## src/rtl/cla_seq_adder.sv

```systemverilog
// Multi-cycle add/subtract sequencer: round-robin between two requesters, one
// byte per cycle through an external 8-bit carry-lookahead slice, LSB first.
module cla_seq_adder #(
    parameter int NBYTES = 4
) (
    input  logic                  clk,
    input  logic                  rst_n,
    input  logic                  req0_valid,
    output logic                  req0_ready,
    input  logic [8*NBYTES-1:0]   req0_a,
    input  logic [8*NBYTES-1:0]   req0_b,
    input  logic                  req0_sub,
    input  logic                  req1_valid,
    output logic                  req1_ready,
    input  logic [8*NBYTES-1:0]   req1_a,
    input  logic [8*NBYTES-1:0]   req1_b,
    input  logic                  req1_sub,
    output logic                  resp_valid,
    input  logic                  resp_ready,
    output logic [8*NBYTES-1:0]   resp_sum,
    output logic                  resp_cout,
    output logic                  resp_ovf,
    output logic                  resp_id,
    output logic [7:0]            slice_a,
    output logic [7:0]            slice_b,
    output logic                  slice_cin,
    input  logic [7:0]            slice_sum,
    input  logic                  slice_g,
    input  logic                  slice_p
);

    localparam int W  = 8 * NBYTES;
    localparam int KW = (NBYTES > 1) ? $clog2(NBYTES) : 1;
    localparam logic [KW-1:0] K_LAST = KW'(NBYTES - 1);

    typedef enum logic [1:0] {
        IDLE = 2'b00,
        RUN  = 2'b01,
        DONE = 2'b10
    } state_t;

    // Carry into the next byte from the slice's group generate/propagate.
    function automatic logic chain_carry(input logic g, input logic p, input logic c);
        return g | (p & c);
    endfunction

    // Signed overflow: operands agree in sign but the result does not.
    function automatic logic signed_ovf(input logic a_msb, input logic b_msb, input logic s_msb);
        return (a_msb == b_msb) & (s_msb != a_msb);
    endfunction

    state_t          state_r, state_s;
    logic [W-1:0]    a_r, b_r, sum_r;
    logic [KW-1:0]   k_r;
    logic            carry_r, last_r, id_r, cout_r, ovf_r, valid_r;
    logic            grant_s, gvalid_s, accept_s, resp_hs_s, carry_s, ovf_s;
    logic [KW+2:0]   bit_idx_s;

    // Round-robin grant; on a tie the requester not served last wins.
    always_comb begin
        gvalid_s = 1'b0;
        grant_s  = 1'b0;
        if (req0_valid && req1_valid) begin
            gvalid_s = 1'b1;
            grant_s  = ~last_r;
        end else if (req0_valid) begin
            gvalid_s = 1'b1;
            grant_s  = 1'b0;
        end else if (req1_valid) begin
            gvalid_s = 1'b1;
            grant_s  = 1'b1;
        end else begin
            gvalid_s = 1'b0;
            grant_s  = 1'b0;
        end
    end

    assign req0_ready = rst_n & (state_r == IDLE) & gvalid_s & ~grant_s;
    assign req1_ready = rst_n & (state_r == IDLE) & gvalid_s &  grant_s;
    assign accept_s   = req0_ready | req1_ready;
    assign resp_hs_s  = valid_r & resp_ready;
    assign bit_idx_s  = {k_r, 3'b000};
    assign carry_s    = chain_carry(slice_g, slice_p, carry_r);
    assign ovf_s      = signed_ovf(a_r[W-1], b_r[W-1], slice_sum[7]);

    // Next-state decode.
    always_comb begin
        state_s = state_r;
        case (state_r)
            IDLE: begin
                if (accept_s) state_s = RUN;
                else          state_s = IDLE;
            end
            RUN: begin
                if (k_r == K_LAST) state_s = DONE;
                else               state_s = RUN;
            end
            DONE: begin
                if (resp_hs_s) state_s = IDLE;
                else           state_s = DONE;
            end
            default: state_s = IDLE;
        endcase
    end

    // State register.
    always_ff @(posedge clk) begin
        if (!rst_n) state_r <= IDLE;
        else        state_r <= state_s;
    end

    // Slice drive: current byte in RUN, quiet otherwise.
    always_comb begin
        slice_a   = 8'h00;
        slice_b   = 8'h00;
        slice_cin = 1'b0;
        if (rst_n && (state_r == RUN)) begin
            slice_a   = a_r[bit_idx_s +: 8];
            slice_b   = b_r[bit_idx_s +: 8];
            slice_cin = carry_r;
        end else begin
            slice_a   = 8'h00;
            slice_b   = 8'h00;
            slice_cin = 1'b0;
        end
    end

    // Operand capture, byte sequencing and response registers.
    always_ff @(posedge clk) begin
        if (!rst_n) begin
            a_r     <= '0;
            b_r     <= '0;
            sum_r   <= '0;
            k_r     <= '0;
            carry_r <= 1'b0;
            last_r  <= 1'b1;
            id_r    <= 1'b0;
            cout_r  <= 1'b0;
            ovf_r   <= 1'b0;
            valid_r <= 1'b0;
        end else begin
            case (state_r)
                IDLE: begin
                    if (accept_s) begin
                        // Subtraction is A + ~B + 1: invert B, seed carry with 1.
                        a_r     <= grant_s ? req1_a : req0_a;
                        b_r     <= grant_s ? (req1_sub ? ~req1_b : req1_b)
                                           : (req0_sub ? ~req0_b : req0_b);
                        carry_r <= grant_s ? req1_sub : req0_sub;
                        id_r    <= grant_s;
                        last_r  <= grant_s;
                        k_r     <= '0;
                    end
                end
                RUN: begin
                    sum_r[bit_idx_s +: 8] <= slice_sum;
                    carry_r               <= carry_s;
                    if (k_r == K_LAST) begin
                        valid_r <= 1'b1;
                        cout_r  <= carry_s;
                        ovf_r   <= ovf_s;
                    end else begin
                        k_r <= k_r + 1'b1;
                    end
                end
                DONE: begin
                    if (resp_hs_s) valid_r <= 1'b0;
                end
                default: begin
                    valid_r <= 1'b0;
                end
            endcase
        end
    end

    assign resp_valid = valid_r;
    assign resp_sum   = sum_r;
    assign resp_cout  = cout_r;
    assign resp_ovf   = ovf_r;
    assign resp_id    = id_r;

endmodule

```

## config.mk

```make
export PLATFORM = sky130hd
export DESIGN_NAME = cla_seq_adder
export DESIGN_NICKNAME = d
export VERILOG_FILES = /design/src/rtl/cla_seq_adder.sv
export SDC_FILE = /design/constraint.sdc
export NUM_CORES = 1
export LEC_CHECK = 0
export ABC_AREA = 1
export ABC_CLOCK_PERIOD_IN_PS = 2400
export BUFFER_PORTS_ARGS = -buffer_cell sky130_fd_sc_hd__clkbuf_2
export CAP_MARGIN = 20
export CORE_MARGIN = 1.5
export CORE_UTILIZATION = 50
export DETAILED_ROUTE_END_ITERATION = 7
export PLACE_DENSITY = 0.87
export SYNTH_ARGS = -nofsm -noshare
export SYNTH_HDL_FRONTEND = slang
export SYNTH_SLANG_ARGS = --single-unit
```

## constraint.sdc

```tcl
create_clock -name clk -period 2.4 [get_ports clk]
set_input_delay 0.36 -clock clk [delete_from_list [all_inputs] [get_ports clk]]
set_output_delay 0.36 -clock clk [all_outputs]
set_load 0.05 [all_outputs]
```

# Yosys cells after proc, flatten, opt, wreduce, memory -nomap -nowiden
# Index checks and enable logic that the tools add are counted.
dict set report classes {
  n_eq_ne 9
  n_reduce_logical 9
  add_sub_neg 2
  muxes 26
  n_bitwise 14
  shift 4
}
# op count
set ops {}
lappend ops {{32-bit 2-to-1 mux} 4}
lappend ops {{32-bit inverter} 2}
lappend ops {{32-bit by 6-bit indexed part select with 8-bit output} 2}
lappend ops {{32-bit bitwise mux} 1}
lappend ops {{8-bit by 7-bit variable shift with 32-bit output (first input constant)} 1}
lappend ops {{8-bit by 7-bit indexed part select with 32-bit output} 1}
lappend ops {{8-bit 2-to-1 mux} 2}
lappend ops {{1-bit 2-to-1 mux} 11}
lappend ops {{2-bit 2-to-1 mux} 4}
lappend ops {{2-bit inequality test (second input constant)} 4}
lappend ops {{1-bit bitwise AND} 7}
lappend ops {{5-bit negation with 7-bit output} 1}
lappend ops {{2-bit one-hot mux with 3 select lines} 1}
lappend ops {{2-bit AND reduction} 3}
lappend ops {{3-bit AND reduction} 2}
lappend ops {{2-bit == test (second input constant)} 2}
lappend ops {{2-bit one-hot mux with 2 select lines} 1}
lappend ops {{1-bit inverter} 3}
lappend ops {{1-bit one-hot mux with 3 select lines} 1}
lappend ops {{2-bit by 1-bit adder with 2-bit output (second input constant)} 1}
lappend ops {{2-bit by 1-bit == test with 1-bit output (second input constant)} 1}
lappend ops {{1-bit logical AND} 2}
lappend ops {{2-bit zero test} 1}
lappend ops {{1-bit bitwise OR} 2}
lappend ops {{4 further kinds} 4}
dict set report word_totals {
  wordCells 75
  regBits 106
  out_inout_bits 55
}

# Longest topological paths before layout
dict set report logic_depth {
  ltp_word 8
  depth_mapped 10
}

# Least setup slack after synthesis
# No wires, ideal clock.
dict set report synth_timing {
  path_type {reg2out}
  from {register k_r[1]}
  to {output port slice_a[7]}
  path_stages_with_launch 5
  path_buffers 2
  arrival_ns 1.771
  required_ns 2.040
  setup_slack_ns 0.269
  cell_sequence {dfxtp_1 > buf_2 > buf_1 > o211ai_1 > a21oi_1}
}
dict set report synth_via {
  elab_chain_cells 2
}
# element line
set synth_lines {}
lappend synth_lines {{from (decl)} 54} ;# logic [KW-1:0] k_r;
lappend synth_lines {{from (signal assigned)} 163} ;# k_r <= k_r + 1'b1;
lappend synth_lines {{32-bit by 6-bit indexed part select with 8-bit output} 118} ;# slice_a = a_r[bit_idx_s +: 8];
lappend synth_lines {{8-bit 2-to-1 mux} 117} ;# if (rst_n && (state_r == RUN)) begin
lappend synth_lines {{to (decl)} 24} ;# output logic [7:0] slice_a,
# No other way between the ends.

# Worst setup path after layout
dict set report layout_timing {
  from {register k_r[0]}
  to {output port slice_a[3]}
}
# The elaborated chain is that of the path after synthesis.

==> results.py <==
metrics = {
    "sta": {
        "min_period_over_period": 0.937,
        "fmax_ghz": 0.445,
        "tns_ps": 0,
        "tightest_slew_ps": 923,
        "rsz0062_at_grt": "false",
        "hold_ws_ps": 304,
        "finalSetupViolCount": 0,
        "maxSlewHeadroom": 0.385,
        "period_minus_slack_ps": 2250,
        "finClkSkew_ps": 8.90,
        "slew_viol_final": 0,
        "timing.final.hold_violations": 0,
        "setup_slack_ps": 151,
    },
    "detailed_routing": {
        "drt_first_pass_iters": 8,
        "wl_um": 15800,
        "drc": 11,
        "ant_nets": 0,
        "vias": 6464,
        "avgRoutedWirePerCell_um": 12.4,
        "drt_iter0_drc": 518,
        "vias_per_cell": 5.09,
    },
    "placement": {
        "gp_congestion": 0.896,
        "placed_area_um2": 7010,
        "pre_cts_ws_ps": 398,
        "placedCellCount": 1253,
        "dp_hpwl_um": 11700,
        "portBuffers": 199,
    },
    "clocking": {
        "cts.sinks": 106,
        "ctsResizeCount": 0,
        "cts_hold_buffers": 0,
        "cts_setup_buffers": 0,
        "clk_latency_ps": 340,
        "cts_tree": "done",
        "clk_pin_slew_ps": 70,
        "htreeDepth": 3,
        "cts_buffers": 9,
        "cts_buffer_depth": 2,
        "root_buffer": "clkbuf_16",
    },
    "run_status": {
        "violations": "design-rule violations",
        "status": "finished, violations left",
    },
    "finish": {
        "drive_gt1_frac": 0.218,
        "postLayoutCellArea_um2": 7290,
        "instances_no_fill": 1269,
        "area_delta_synth_final_pct": 21.6,
        "nets": 1272,
        "fin_util": 0.631,
        "final_cell_mix": "354 x nand2_1, 197 x clkbuf_2, 120 x a21oi_1, 106 x dfxtp_1, 92 x nand3_1",
        "num_antenna_cells": 0,
        "layout_commonest_cell": "nand2_1",
    },
    "synth": {
        "synthCells": 959,
        "synth_seq_cells": 106,
        "yosysTopAreaCellShare": 0.354,
        "netlist_area_um2": 6000,
        "yosysSeqAreaShare": 0.354,
        "syn_area_per_cell_um2": 6.25,
        "synthesis.nets": 1110,
        "synth_area_leaders": "dfxtp_1 35%, nand2_1 22%, a21oi_1 10%, nand3_1 7.7%, xnor2_1 4.7%",
        "yosys_warnings": 0,
        "synth_cell_types": 25,
        "synth_top_area_cell": "dfxtp_1",
    },
    "critical_path": {
        "cp.required_ps": 2040,
        "arrival_ps": 1890,
        "r2r_setup_slack_ps": 370,
        "reg2reg_from": "k_r[1]$_SDFFE_PN0P_",
        "path_max_fanout": 39,
        "crit_start": "k_r[0]$_SDFFE_PN0P_",
        "crit_type": "register to output pin",
        "worstRegToRegCells": 6,
        "r2r-end": "resp_sum[3]$_SDFFE_PN0P_",
        "cp-start-kind": "register",
        "endpoint": "slice_a[3]",
        "endpoint_kind": "output pin",
    },
    "flow_run": {
        "maxCapViolations": 0,
    },
    "floorplanning": {
        "ios": 200,
        "row_count": 39,
        "dieArea_um2": 12700,
        "start_util": 0.519,
        "die_x_um": 113,
        "die_h_um": 113,
        "coreArea_um2": 11600,
    },
    "grt": {
        "grt_overflow": 0,
        "grt_max_degree": 93,
        "grt.total_usage": 0.248,
        "grt_pass1_wl_um": 26200,
        "antenna_found_initial": 0,
        "grt_pass1_vias": 5739,
    },
    "pwr": {
        "ir_worst_vdd_mv": 0.443,
        "leakagePower_nw": 3.41,
        "pwr_density_cell_nw_per_um2": 571,
        "power_mw": 4.17,
    },
    "min_path": {
        "hold_path.class": "input port to register",
    },
}
[per-layer routing]
layer | global-route usage | up-vias | wire [µm]
met5 | 0 | - | 0
met4 | 0.0650 | 0 | 285
met3 | 0.0346 | 21 | 902
met2 | 0.424 | 216 | 7500
met1 | 0.331 | 2857 | 7110
li1 | - | 3370 | -
[worst min-delay path by stage]
stage | start | slack [ps] | to | cells past startpoint
2_1_floorplan | b_r[24]$_SDFFE_PN0P_ | 440 | b_r[24]$_SDFFE_PN0P_ | 2
3_3_place_gp | a_r[14]$_SDFFE_PN0P_ | 450 | a_r[14]$_SDFFE_PN0P_ | 2
3_5_place_dp | a_r[13]$_SDFFE_PN0P_ | 450 | a_r[13]$_SDFFE_PN0P_ | 2
4_1_cts | slice_sum[6] | 290 | resp_sum[22]$_SDFFE_PN0P_ | 3
5_1_grt | slice_sum[6] | 310 | resp_sum[22]$_SDFFE_PN0P_ | 3
6_report | slice_sum[6] | 300 | resp_sum[22]$_SDFFE_PN0P_ | 3
[worst max-delay path, stage by stage (launching register included)]
cell and delay, ps:
dfxtp_1 350, buf_4 390, nor2_1 80, nor2_1 120, o21ai_0 110, a21oi_1 190, clkbuf_2 310
[sequential cells by signal (all words and copies together), names as in the netlist]
name	count
resp_id	1
last_r	1
resp_ovf	1
state_r	2
a_r	32
carry_r	1
resp_sum	32
resp_valid	1
b_r	32
k_r	2
resp_cout	1
[synthesized netlist by cell type, drive strengths merged]
cell type and number:
ha 6, buf 38, o21ai 41, a21oi 120, o211ai 2, xnor2 32, a21o 1, clkinv 1
nor2 80, clkbuf 26, nor3 1, nand2 358, dfxtp 106, a31oi 1, nand3 93, inv 53
[report_power, final]
group | internal, mW | switching (mW) | total [mW]
Clock | 0.738 | 0.639 | 1.38
Sequential | 1.85 | 0.0520 | 1.91
Combinational | 0.328 | 0.556 | 0.884
[layout make-up]
type / count / area [µm²]
Fill cell: 1084 / 4270
Multi-Input combinational cell: 735 / 3360
Sequential cell: 106 / 2120
Timing Repair Buffer: 215 / 1150
Clock buffer: 11 / 243
Inverter: 54 / 203
Tap cell: 143 / 179
Clock inverter: 5 / 38.8
[cell families after synthesis]
kind of cell | after synthesis | share of synthesized area
compound gates | 165 | 0.139
xor+xnor | 32 | 0.0467
fa+ha+maj | 6 | 0.0125
buf+inv | 118 | 0.0868
flops | 106 | 0.354
simple gates | 532 | 0.361
(Power assumes the default switching activity.)
